`src/rtl/id_ex_pl_stage.sv`:
```
// ID/EX pipeline stage built as a two-entry elastic skid buffer.
// Decode pushes with id_valid/id_ready and execute pops with ex_valid/ex_ready.
// id_ready depends only on the state register, rst and flush, never on
// ex_ready, so no combinational path runs from the consumer back to the producer.
module id_ex_pl_stage #(
  parameter int DATA_W  = 16,
  parameter int OPC_W   = 4,
  parameter int RADDR_W = 4,
  parameter int CNT_W   = 8
) (
  input  logic               clk,
  input  logic               rst,
  input  logic               flush,
  input  logic               id_valid,
  output logic               id_ready,
  input  logic [OPC_W-1:0]   id_opcode,
  input  logic [RADDR_W-1:0] id_rd,
  input  logic [DATA_W-1:0]  id_extd_imm_off,
  input  logic [DATA_W-1:0]  id_rs1_data,
  input  logic [DATA_W-1:0]  id_rs2_data,
  output logic               ex_valid,
  input  logic               ex_ready,
  output logic [OPC_W-1:0]   opcode_ex,
  output logic [RADDR_W-1:0] rd_ex,
  output logic [DATA_W-1:0]  imm_val_ex,
  output logic [DATA_W-1:0]  rs1_data_ex,
  output logic [DATA_W-1:0]  rs2_data_ex,
  output logic [1:0]         occupancy,
  output logic [CNT_W-1:0]   stall_cnt
);

  localparam int PLD_W = 3*DATA_W + RADDR_W + OPC_W;
  localparam logic [CNT_W-1:0] CNT_MAX = '1;

  // The state encoding doubles as the occupancy count.
  typedef enum logic [1:0] {
    ST_EMPTY = 2'd0,
    ST_ONE   = 2'd1,
    ST_FULL  = 2'd2
  } state_t;

  state_t           r_state;
  logic [PLD_W-1:0] r_main;
  logic [PLD_W-1:0] r_skid;
  logic [CNT_W-1:0] r_stall;
  logic [PLD_W-1:0] w_in_pld;
  logic             w_in;
  logic             w_out;
  logic             w_stall;

  // Increment that sticks at the counter's maximum instead of wrapping.
  function automatic logic [CNT_W-1:0] sat_inc(input logic [CNT_W-1:0] v);
    if (v == CNT_MAX) return v;
    return v + 1'b1;
  endfunction

  assign w_in_pld = {id_rs2_data, id_rs1_data, id_extd_imm_off, id_rd, id_opcode};
  assign id_ready = !rst && !flush && (r_state != ST_FULL);
  assign ex_valid = (r_state != ST_EMPTY);
  assign w_in     = id_valid && id_ready;
  assign w_out    = ex_valid && ex_ready;
  assign w_stall  = ex_valid && !ex_ready && !flush;

  assign occupancy = r_state;
  assign stall_cnt = r_stall;
  assign {rs2_data_ex, rs1_data_ex, imm_val_ex, rd_ex, opcode_ex} = r_main;

  // Control: handshake-driven state transitions; flush empties the stage.
  always_ff @(posedge clk or posedge rst) begin
    if (rst) begin
      r_state <= ST_EMPTY;
    end else if (flush) begin
      r_state <= ST_EMPTY;
    end else begin
      case (r_state)
        ST_EMPTY: if (w_in) r_state <= ST_ONE;
        ST_ONE: begin
          if (w_in && !w_out)      r_state <= ST_FULL;
          else if (!w_in && w_out) r_state <= ST_EMPTY;
        end
        ST_FULL:  if (w_out) r_state <= ST_ONE;
        default:  r_state <= ST_EMPTY;
      endcase
    end
  end

  // Payload: main feeds execute, skid catches the entry that arrives while main is stalled.
  always_ff @(posedge clk or posedge rst) begin
    if (rst) begin
      r_main <= '0;
      r_skid <= '0;
    end else if (!flush) begin
      case (r_state)
        ST_EMPTY: if (w_in) r_main <= w_in_pld;
        ST_ONE: begin
          if (w_in && w_out)       r_main <= w_in_pld;
          else if (w_in && !w_out) r_skid <= w_in_pld;
        end
        ST_FULL:  if (w_out) r_main <= r_skid;
        default: ;
      endcase
    end
  end

  // Back-pressure statistics: count cycles where a valid entry waits on execute.
  always_ff @(posedge clk or posedge rst) begin
    if (rst)          r_stall <= '0;
    else if (w_stall) r_stall <= sat_inc(r_stall);
  end

endmodule

```
`config.mk`:
```
export PLATFORM = sky130hd
export DESIGN_NAME = id_ex_pl_stage
export DESIGN_NICKNAME = d
export VERILOG_FILES = /design/src/rtl/id_ex_pl_stage.sv
export SDC_FILE = /design/constraint.sdc
export NUM_CORES = 1
export LEC_CHECK = 0
export CAP_MARGIN = 20
export CORE_MARGIN = 3
export CORE_UTILIZATION = 34
export CTS_CLUSTER_DIAMETER = 50
export CTS_CLUSTER_SIZE = 40
export DETAILED_ROUTE_END_ITERATION = 12
export PLACE_DENSITY_LB_ADDON = 0.3
export RECOVER_POWER = 50
export SETUP_SLACK_MARGIN = 0.5
export SYNTH_ARGS = -nofsm -noshare
export SYNTH_HDL_FRONTEND = slang
export SYNTH_SLANG_ARGS = --single-unit
```
`constraint.sdc`:
```
create_clock -name clk -period 5 [get_ports clk]
set_clock_uncertainty 0.05 [all_clocks]
set_input_delay 0.75 -clock clk [delete_from_list [all_inputs] [get_ports clk]]
set_output_delay 0.75 -clock clk [all_outputs]
set_load 0.02 [all_outputs]
```
Word level (Yosys, flattened, before mapping)
Cells that the tools add are included.
{"block": "classes", "add_sub_neg": 1, "n_eq_ne": 11, "muxes": 13, "bitwise": 2, "reduce_logical": 21}
{"operator": "two-way mux 56 bit", "count": 3}
{"operator": "one-hot mux 56 bit (3 select lines)", "count": 1}
{"operator": "two-way mux 2 bit", "count": 5}
{"operator": "inequality test 2 bit (second input constant)", "count": 5}
{"operator": "logical AND 1 bit", "count": 9}
{"operator": "adder 8 x 1 -> 8 bit (second input constant)", "count": 1}
{"operator": "equality test 8 bit (second input constant)", "count": 1}
{"operator": "two-way mux 8 bit", "count": 1}
{"operator": "inequality test 3 bit (second input constant)", "count": 2}
{"operator": "one-hot mux 2 bit (3 select lines)", "count": 1}
{"operator": "logical NOT 1 bit", "count": 5}
{"operator": "AND reduction 5 bit", "count": 1}
{"operator": "inequality test 4 bit (second input constant)", "count": 1}
{"operator": "AND reduction 4 bit", "count": 1}
{"operator": "AND reduction 3 bit", "count": 1}
{"operator": "nonzero test 3 bit", "count": 1}
{"operator": "equality test 2 x 1 -> 1 bit (second input constant)", "count": 1}
{"operator": "equality test 2 bit (second input constant)", "count": 1}
{"operator": "logical NOT 2 bit", "count": 1}
{"operator": "two-way mux 1 bit", "count": 2}
{"operator": "inverter 1 bit", "count": 2}
{"operator": "AND reduction 2 bit", "count": 1}
{"operator": "nonzero test 2 bit", "count": 1}
{"block": "word_totals", "reg_bits": 122, "inputBits": 61, "out_inout_bits": 68, "elab_cells": 52}

Longest topological paths before layout
Gate-level depths: netlist of the first run.
{"block": "logic_depth", "word_depth": 10, "ltp_mapped": 11, "mapped_depth_nobuf": 9}

Least setup slack after synthesis of the first run
No wires, ideal clock.
{"block": "synth_path", "path_type": "input port to flip-flop", "from": "in flush", "to": "reg r_skid[10]", "setup_time_ps": 125, "arrival_time_ps": 2742, "t_required_ps": 4825, "slack_ps": 2083, "path_stages": 9, "path_buffers": 3, "path_cell_list": "clkbuf_1 > nor3_1 > and2_1 > ha_1 > nor3_1 > nand2_1 > buf_2 > buf_2 > mux2_2"}
{"block": "synth_via", "elab_chain_cells": 7, "elab_cells_between_ends": 9, "cone_classes": "2 x bitwise; 7 x reduce/logical"}
{"item": "start: declaration", "line": "13", "rtl": "input logic flush,"}
{"item": "logical NOT 1 bit *"}
{"item": "logical AND 1 bit * (2 in series)", "line": "58", "rtl": "assign id_ready = !rst && !flush && (r_state != ST_FULL);"}
{"item": "named net id_ready", "line": "15", "rtl": "output logic id_ready,"}
{"item": "logical AND 1 bit *", "line": "60", "rtl": "assign w_in = id_valid && id_ready;"}
{"item": "logical AND 1 bit", "line": "96", "rtl": "if (w_in && w_out) r_main <= w_in_pld;"}
{"item": "inverter 1 bit (no line)"}
{"item": "AND reduction 4 bit (no line) *"}
{"item": "end signal: assignment", "line": "97", "rtl": "else if (w_in && !w_out) r_skid <= w_in_pld;"}
{"item": "end: declaration", "line": "44", "rtl": "logic [PLD_W-1:0] r_skid;"}
The timed path passes the listed nets; every way through them passes the cells marked *.
A chain may end at the register's enable or synchronous reset.

==> results.json, run 1 <==
{
  "status": "finished, violations left",
  "violations": "capacitance limit, slew limit",
  "power.total_mw": 3.26,
  "hold_path_class": "reg2reg",
  "grt_max_degree": 57,
  "final_util": 0.490,
  "fmax_mhz": 315,
  "cp.buffers_inverters": 3,
  "syn_area_sq_um": 5170,
  "fp.dieW_microns": 129,
  "leakage_nw": 3.16,
  "grt_util_all_layers": 0.152,
  "antenna_found_initial": 0,
  "cts_resized": 0,
  "grt_pass1_vias": 4269,
  "die-area_sq_um": 16700,
  "fin_crit_ps": 3180,
  "firstDrtPassIters": 4,
  "chipHeight_microns": 129,
  "synthCells": 489,
  "cts_hold_buf": 0,
  "worst_pin_slew_ps": 1800,
  "synth_fp_nets": 553,
  "wl_per_cell_microns": 14.9,
  "avgSynthCellArea_sq_um": 10.6,
  "r2r_cells": 9,
  "cts_tree": "done",
  "num_rows": 44,
  "dr.max_layer_used": "met4",
  "path_class": "in2async",
  "switchingPower_mw": 0.892,
  "drc": 0,
  "cp_data_arrival_time_ps": 3460,
  "grt_overflow": 0,
  "crit_fanout": 46,
  "vias": 3967,
  "seq_power_share": 0.405,
  "area_delta_synth_final_pct": 39.5,
  "critPathRequiredTime_ps": 5290,
  "wl_met3_microns": 525,
  "htree_levels": 4,
  "cp-start-kind": "primary input",
  "detail-route-antenna-nets": 0,
  "gp_congestion": 0.737,
  "ys_seq_elements": 122,
  "p_per_area_nw_per_um2": 453,
  "r2r_end": "r_skid[46]",
  "insertion_delay_ps": 400,
  "clk_pin_slew_ps": 50,
  "slew_headroom": -0.209,
  "clockPowerShare": 0.371,
  "cts-root-buf": "clkbuf_16",
  "sw_frac_of_total": 0.273,
  "slowest_delay_ps": 1050,
  "dp_cells": 777,
  "ioPinCount": 129,
  "nets": 676,
  "min_from": "r_skid[33]",
  "hold_path_end": "r_skid[33]",
  "fin_cells": 808,
  "crit_family": "buffers and inverters",
  "post-cts-setup-buffer-count": 0,
  "wl_met1_microns": 5130,
  "clockBufferDepth": 2,
  "place.port_buffers": 128,
  "timing.reg2reg.setup_slack_ps": 2260,
  "wl_met2_microns": 6100,
  "min_path_cells": 1,
  "first_iter_violations": 139,
  "multi_input_area_sq_um": 1970,
  "ys.warnings.count": 0,
  "avgViaCountPerCell": 4.91,
  "hold_violations": 0,
  "fillers": 1339,
  "initial_core_util": 0.351,
  "seqCellArea_sq_um": 3050,
  "crit_chain": "dlygate4sd3_1, clkinvlp_2, clkbuf_2",
  "max_cap_viol_count": 1,
  "cp-startpoint": "rst",
  "p_comb_frac": 0.224,
  "dp_hpwl_microns": 8100,
  "setup_viol": 0,
  "setup_tns_ps": 0,
  "yosys.cell_types.count": 26,
  "grt_pass1_wl_microns": 20000,
  "numCtsBuffers": 17,
  "p_int_mw": 2.37,
  "clock_sinks": 122,
  "drive_gt1_frac": 0.160,
  "routed_wl_microns": 12000,
  "cpMaxStageDelayCell": "clkinvlp_2",
  "rsz0062_at_grt": "no",
  "ir_drop_mv": 0.211,
  "core_area_sq_um": 14700,
  "drv_slew": 43,
  "finalCritPeriodShare": 0.636,
  "insertedDiodeCount": 0,
  "ys_seq_area_frac": 0.591,
  "critPathCaptureType": "asynchronous set/reset pin",
  "r2r_start": "occupancy[0]"
}
how the worst max path moves through the flow:
stage                    to  cells past startpoint  slack (ps)
2_1_floorplan  occupancy[0]                      1         960
3_3_place_gp      r_skid[7]                      9        1540
3_5_place_dp     r_skid[10]                      9        1490
4_1_cts            id_ready                      3        1900
5_1_grt           r_main[2]                      3        1320
6_report          r_main[2]                      3        1820
final cells by class:
| cell class | instances | area share |
|---|---|---|
| sequential | 122 | 0.423 |
| tap | 184 | 0.0319 |
| multi-input combinational | 332 | 0.274 |
| timing repair buffer | 135 | 0.186 |
| clock inverter | 6 | 0.0120 |
| inverter | 4 | 0.00226 |
| clock buffer | 25 | 0.0701 |
cells in the final DEF, fill, tap and decap left out, drive strengths merged, types with 4 or more instances in the layout:
cell type      synthesis  routed
clkdlybuf4s50          0      97
nor3                   4       4
nor2                  62      62
mux2                  59      59
nand2b                 4       4
a31oi                 58      58
dfrtp                122     122
a21oi                  6       6
buf                   17       6
nand2                118     118
dlygate4sd3            0      31
clkbuf                14      26
power by group through the flow:
stage | clock, mW | sequential, mW | combinational [mW]
final | 1.21 | 1.32 | 0.730
after global placement | 0 | 1.33 | 0.749
after global routing | 1.28 | 1.35 | 0.795
after detailed placement | 0 | 1.34 | 0.762
after CTS | 1.24 | 1.33 | 0.764
after floorplan | 0 | 1.47 | 0.252
state kept, by name (all words and copies together), names as in the netlist:
register   flops
r_skid        56
occupancy      2
stall_cnt      8
r_main        56
cell families after synthesis:
| logic type | Yosys count | share of synthesized area |
|---|---|---|
| adder cells (fa/ha/maj) | 3 | 0.00727 |
| multiplexers | 60 | 0.131 |
| AO/OA/AOI/OAI | 70 | 0.0855 |
| XOR/XNOR | 1 | 0.00170 |
| buffers and inverters | 35 | 0.0315 |
| flip-flops | 122 | 0.591 |
| AND/OR/NAND/NOR | 198 | 0.153 |
synth_stat cells:
cell	instances	area, sq um
nand2_1	118	443
a21oi_1	6	30.0
nor2b_1	2	12.5
or4b_2	1	10.0
dfrtp_1	122	3050
mux2i_1	1	10.0
clkbuf_1	14	52.6
nand2b_1	4	25.0
nor4_1	1	6.26
inv_1	4	15.0
nor3_1	4	20.0
nand3_1	1	5.00
nand4_1	3	18.8
a221oi_1	1	8.76
buf_2	13	65.1
mux2_2	59	664
and2_1	1	6.26
o21a_1	2	15.0
a31oi_1	58	363
xnor2_1	1	8.76
or3b_1	1	8.76
a221oi_2	1	15.0
o21ai_0	2	10.0
ha_1	3	37.5
buf_4	4	30.0
nor2_1	62	233
stage by stage:
stage               hold WS [ps]  cell area, sq um  worst slack [ps]
floorplan                    429              5170               957
global placement             437              6620              1540
detailed placement           442              6620              1490
CTS                          455              7210              1900
global route                 463              7210              1320
finish                       453              7210              1820
worst register-to-register path: cells and delay by family (launching register included):
kind	cells	cell delay [ps]
mux	1	300
simple gates	4	1040
fa+ha+maj	1	210
flops	1	510
buf+inv	3	510
metal layers:
| metal | vias to the layer above | global-route usage |
|---|---|---|
| met5 | - | 0 |
| met4 | 0 | 0.0698 |
| met3 | 22 | 0.0392 |
| met2 | 89 | 0.265 |
| met1 | 1938 | 0.174 |
| li1 | 1918 | - |
No activity file was read; power rests on OpenSTA's default activity.
==> inputs of run 2 (changes only) <==
==> constraint.sdc (replaced) <==
create_clock -name clk -period 2.9 [get_ports clk]
set_clock_uncertainty 0.05 [all_clocks]
set_input_delay 0.435 -clock clk [delete_from_list [all_inputs] [get_ports clk]]
set_output_delay 0.435 -clock clk [all_outputs]
set_load 0.02 [all_outputs]
==> results.json, run 2 (same netlist as run 1, synthesis figures left out) <==
{
  "status": "finished, violations left",
  "violations": "capacitance limit, slew limit",
  "p_comb_frac": 0.214,
  "power.total_mw": 6.04,
  "drive_gt1_frac": 0.175,
  "grt_util_all_layers": 0.153,
  "nets": 681,
  "critPathCaptureType": "output port",
  "final_cell_mix": "dfrtp_1, nand2_1, clkdlybuf4s50_1",
  "drv_slew": 65,
  "dp_hpwl_microns": 8030,
  "first_iter_violations": 168,
  "hold_violations": 0,
  "insertion_delay_ps": 410,
  "clock_sinks": 122,
  "grt_overflow": 0,
  "cp.buffers_inverters": 1,
  "cpMaxStageDelayCell": "clkdlybuf4s50_1",
  "antenna_found_initial": 1,
  "cts-root-buf": "clkbuf_16",
  "fp.dieW_microns": 129,
  "num_rows": 44,
  "detail-route-antenna-nets": 0,
  "finalCritPeriodShare": 0.815,
  "die-area_sq_um": 16700,
  "fillers": 1319,
  "clockPowerShare": 0.409,
  "cts_tree": "done",
  "max_cap_viol_count": 1,
  "wl_per_cell_microns": 15.3,
  "final_common_cell": "dfrtp_1",
  "fin_cells": 815,
  "stdcell_area_sq_um": 7410,
  "critPathRequiredTime_ps": 2410,
  "drc": 0,
  "vias": 4039,
  "chipHeight_microns": 129,
  "ioPinCount": 129,
  "grt_max_degree": 73,
  "finalWorstSetupSlack_ps": 535,
  "crit_fanout": 9,
  "leakage_nw": 3.24,
  "fmax_mhz": 423,
  "sw_frac_of_total": 0.266,
  "crit_family": "buffers and inverters",
  "post-place-ws_ps": 250,
  "numCtsBuffers": 17,
  "clockBufferDepth": 2,
  "setup_viol": 0,
  "cp-start-kind": "flop",
  "worst_pin_slew_ps": 1570,
  "avgViaCountPerCell": 4.96,
  "crit_chain": "nor2b_4, nor3_4, clkdlybuf4s50_1",
  "setup_tns_ps": 0,
  "firstDrtPassIters": 4,
  "grt_pass1_vias": 4054,
  "switchingPower_mw": 1.61,
  "core_area_sq_um": 14700,
  "p_per_area_nw_per_um2": 815,
  "initial_core_util": 0.351,
  "slowest_delay_ps": 620,
  "grt_pass1_wl_microns": 20000,
  "rsz0062_at_grt": "no",
  "ir_drop_mv": 0.402,
  "p_int_mw": 4.43,
  "slew_headroom": -0.0492,
  "dpl_cell_area_sq_um": 6710,
  "clk_pin_slew_ps": 50,
  "place.port_buffers": 128,
  "routed_wl_microns": 12500,
  "cp_data_arrival_time_ps": 1880,
  "seq_power_share": 0.377,
  "hold_path_class": "reg2reg",
  "area_delta_synth_final_pct": 43.4,
  "path_class": "reg2out",
  "dp_cells": 780,
  "fin_crit_ps": 2360,
  "gp_congestion": 0.737,
  "htree_levels": 4
}
## run 2: repair_timing
action,4_1_cts,5_1_grt
buffers inserted,0,1
hold buffers,0,0
gates resized for setup,0,3
setup endpoints to repair,0,73
## run 2: worst reg2reg max path: stages (launching register included)
cell and delay, ps:
dfrtp_1 590, nor2b_4 90, nor3_4 170, and2_4 160, ha_1 170, nand2b_1 100
a221oi_4 300, buf_12 160, buf_6 260, nor2_1 90, a31oi_1 140
## run 2: through the flow
step,hold WS (ps),utilization
after floorplan,429,-
after global placement,437,0.457
after detailed placement,443,0.457
after CTS,457,0.504
after global routing,462,0.504
final,452,0.504
## run 2: metal layers
metal | vias to the layer above | routed length, microns | global-route usage | share of wire
met5 | - | 0 | 0 | 0
met4 | 0 | 184 | 0.0519 | 0.015
met3 | 16 | 620 | 0.0474 | 0.050
met2 | 100 | 6360 | 0.261 | 0.51
met1 | 1995 | 5340 | 0.185 | 0.43
li1 | 1928 | - | - | -
## run 2: layout make-up
type,instances,area [sq um],share of cell area
timing repair buffer,140,1420,0.192
clock buffer,17,425,0.0574
inverter,4,16.3,0.00220
sequential,122,3050,0.412
tap,184,230,0.0311
clock inverter,15,270,0.0365
multi-input combinational,332,1990,0.268
antenna,1,2.50,0.000338
## run 2: power groups by stage
| stage | Combinational, mW | Sequential (mW) | Clock (mW) |
|---|---|---|---|
| finish | 1.29 | 2.28 | 2.47 |
| global placement | 1.30 | 2.30 | 0 |
| floorplan | 0.436 | 2.54 | 0 |
| global route | 1.40 | 2.33 | 2.61 |
| detailed placement | 1.33 | 2.31 | 0 |
| CTS | 1.34 | 2.29 | 2.52 |
## run 2: worst paths after layout
| kind | startpoint | to | slack [ps] | cells past startpoint |
|---|---|---|---|---|
| hold reg to reg | r_skid[32] | r_skid[32] | 450 | 1 |
| min in group asynchronous | rst | stall_cnt[4] | 1020 | 3 |
| max in group asynchronous | rst | occupancy[1] | 670 | 3 |
| setup / recovery | occupancy[0] | id_ready | 540 | 3 |
| hold / removal | r_skid[32] | r_skid[32] | 450 | 1 |
| setup reg to reg | occupancy[0] | r_main[37] | 550 | 10 |
==> inputs of run 3 (changes only) <==
==> constraint.sdc (replaced) <==
create_clock -name clk -period 1.95 [get_ports clk]
set_clock_uncertainty 0.05 [all_clocks]
set_input_delay 0.2925 -clock clk [delete_from_list [all_inputs] [get_ports clk]]
set_output_delay 0.2925 -clock clk [all_outputs]
set_load 0.02 [all_outputs]
==> results.json, run 3 (same netlist as run 1, synthesis figures left out) <==
{
  "status": "finished, violations left",
  "violations": "setup timing",
  "gp_congestion": 0.741,
  "cp.buffers_inverters": 3,
  "initial_core_util": 0.351,
  "ioPinCount": 129,
  "clockBufferDepth": 2,
  "rsz0062_at_grt": "yes",
  "clk_pin_slew_ps": 60,
  "worst_pin_slew_ps": 701,
  "crit_fanout": 7,
  "place.port_buffers": 128,
  "cpMaxStageDelayCell": "dfrtp_2",
  "dp_cells": 799,
  "finalCritPeriodShare": 1.09,
  "grt_pass1_vias": 4403,
  "fin_cells": 855,
  "crit_family": "simple AND/OR/NAND/NOR gates",
  "chipHeight_microns": 129,
  "cts_tree": "done",
  "drv_slew": 0,
  "nets": 722,
  "fillers": 1236,
  "cp_data_arrival_time_ps": 2360,
  "grt_max_degree": 57,
  "fp.dieW_microns": 129,
  "area_delta_synth_final_pct": 57.3,
  "slew_headroom": 0.533,
  "dp_hpwl_microns": 8530,
  "critPathRequiredTime_ps": 2190,
  "max_cap_viol_count": 0,
  "detail-route-antenna-nets": 0,
  "cp-start-kind": "flop",
  "whs_ps": 289,
  "critPathCaptureType": "flop",
  "power.total_mw": 8.67,
  "numCtsBuffers": 17,
  "finalWorstSetupSlack_ps": -171,
  "clock_sinks": 122,
  "avgViaCountPerCell": 5.12,
  "antenna_found_initial": 0,
  "cts-root-buf": "clkbuf_16",
  "path_class": "reg2reg",
  "leakage_nw": 3.62,
  "firstDrtPassIters": 4,
  "crit_chain": "nor2b_4, nor3_4, and2_4, ha_4, nand2b_4, a221oi_4, buf_6, buf_12, buf_16, a31oi_1",
  "final_cell_mix": "nand2_1, dfrtp_1, clkdlybuf4s50_1",
  "vias": 4381,
  "core_area_sq_um": 14700,
  "routed_wl_microns": 14700,
  "ir_drop_mv": 0.568,
  "grt_util_all_layers": 0.167,
  "setup_viol": 112,
  "p_per_area_nw_per_um2": 1070,
  "fmax_mhz": 471,
  "grt_pass1_wl_microns": 21900,
  "first_iter_violations": 182,
  "insertedDiodeCount": 0,
  "final_util": 0.553,
  "fin_crit_ps": 2120,
  "htree_levels": 4,
  "wl_per_cell_microns": 17.2,
  "insertion_delay_ps": 420,
  "slowest_delay_ps": 410,
  "grt_overflow": 0,
  "die-area_sq_um": 16700,
  "drc": 0,
  "drive_gt1_frac": 0.398,
  "hold_path_class": "in2async",
  "hold_violations": 0,
  "num_rows": 44
}
-- run 3: changes by cell type in the layout (fill, tap and decap cells not counted), moves of 6 or more --
| cell | previous run | this run |
|---|---|---|
| a31oi_1 | 58 | 51 |
| a31oi_4 | 0 | 6 |
| buf_12 | 3 | 10 |
| buf_2 | 0 | 14 |
| buf_4 | 2 | 15 |
| buf_6 | 2 | 14 |
| clkbuf_2 | 2 | 16 |
| clkdlybuf4s15_2 | 0 | 33 |
| clkdlybuf4s50_1 | 100 | 60 |
| dlygate4sd3_1 | 28 | 0 |
| nor2_1 | 61 | 38 |
| nor2_2 | 1 | 23 |
-- run 3: per-layer routing --
layer / share of wire / track usage / vias to the layer above
met5: 0 / 0 / -
met1: 0.43 / 0.207 / 2213
met3: 0.047 / 0.0404 / 15
li1: - / - / 2033
met2: 0.51 / 0.281 / 120
met4: 0.014 / 0.0673 / 0
-- run 3: timing repair --
item | in CTS | in global routing
buffers inserted | 6 | 5
gates cloned | 5 | 8
pin swaps | 3 | 7
hold buffers | 0 | 0
resized for setup | 230 | 77
setup endpoints to repair | 189 | 147
-- run 3: cell type report --
| type | count | area [sq um] | area share |
|---|---|---|---|
| clock inverter | 10 | 115 | 0.0142 |
| multi-input combinational | 332 | 2270 | 0.280 |
| inverter | 4 | 18.8 | 0.00231 |
| tap | 184 | 230 | 0.0283 |
| clock buffer | 22 | 484 | 0.0596 |
| sequential | 122 | 3060 | 0.377 |
| timing repair buffer | 181 | 1940 | 0.239 |
-- run 3: worst reg2reg max path, delay by kind of cell (launching register included) --
kind / cells / cell delay, ps
AND/OR/NAND/NOR: 4 / 510
buffers and inverters: 3 / 500
flip-flops: 1 / 410
AO/OA/AOI/OAI: 2 / 370
adder cells (fa/ha/maj): 1 / 160
-- run 3: path summary, 6_finish.rpt --
check / cells after the start / slack, ps / end / startpoint
max: 10 / -170 / r_main[55] / occupancy[1]
max reg2reg: 10 / -170 / r_main[55] / occupancy[1]
min reg2reg: 1 / 450 / r_skid[21] / r_skid[21]
min: 2 / 290 / stall_cnt[4] / rst
min in group clk: 3 / 410 / r_main[47] / id_rs2_data[7]
max in group asynchronous: 3 / 550 / r_main[15] / rst
-- run 3: through the flow --
step	setup WS, ps	setup TNS [ps]	instance area (sq um)
2_1_floorplan	-420	-44210	5250
3_3_place_gp	-405	-41600	6900
3_5_place_dp	-532	-50860	6900
4_1_cts	-146	-13190	7800
5_1_grt	-227	-22210	8130
6_report	-171	-14540	8130
-- run 3: report_power, final --
part           total (mW)  internal, mW  leakage [nW]  switching [mW]
Combinational        2.07          1.03          1.86            1.04
Sequential           3.44          3.08          1.47           0.352
Clock                3.17          2.01         0.289            1.15
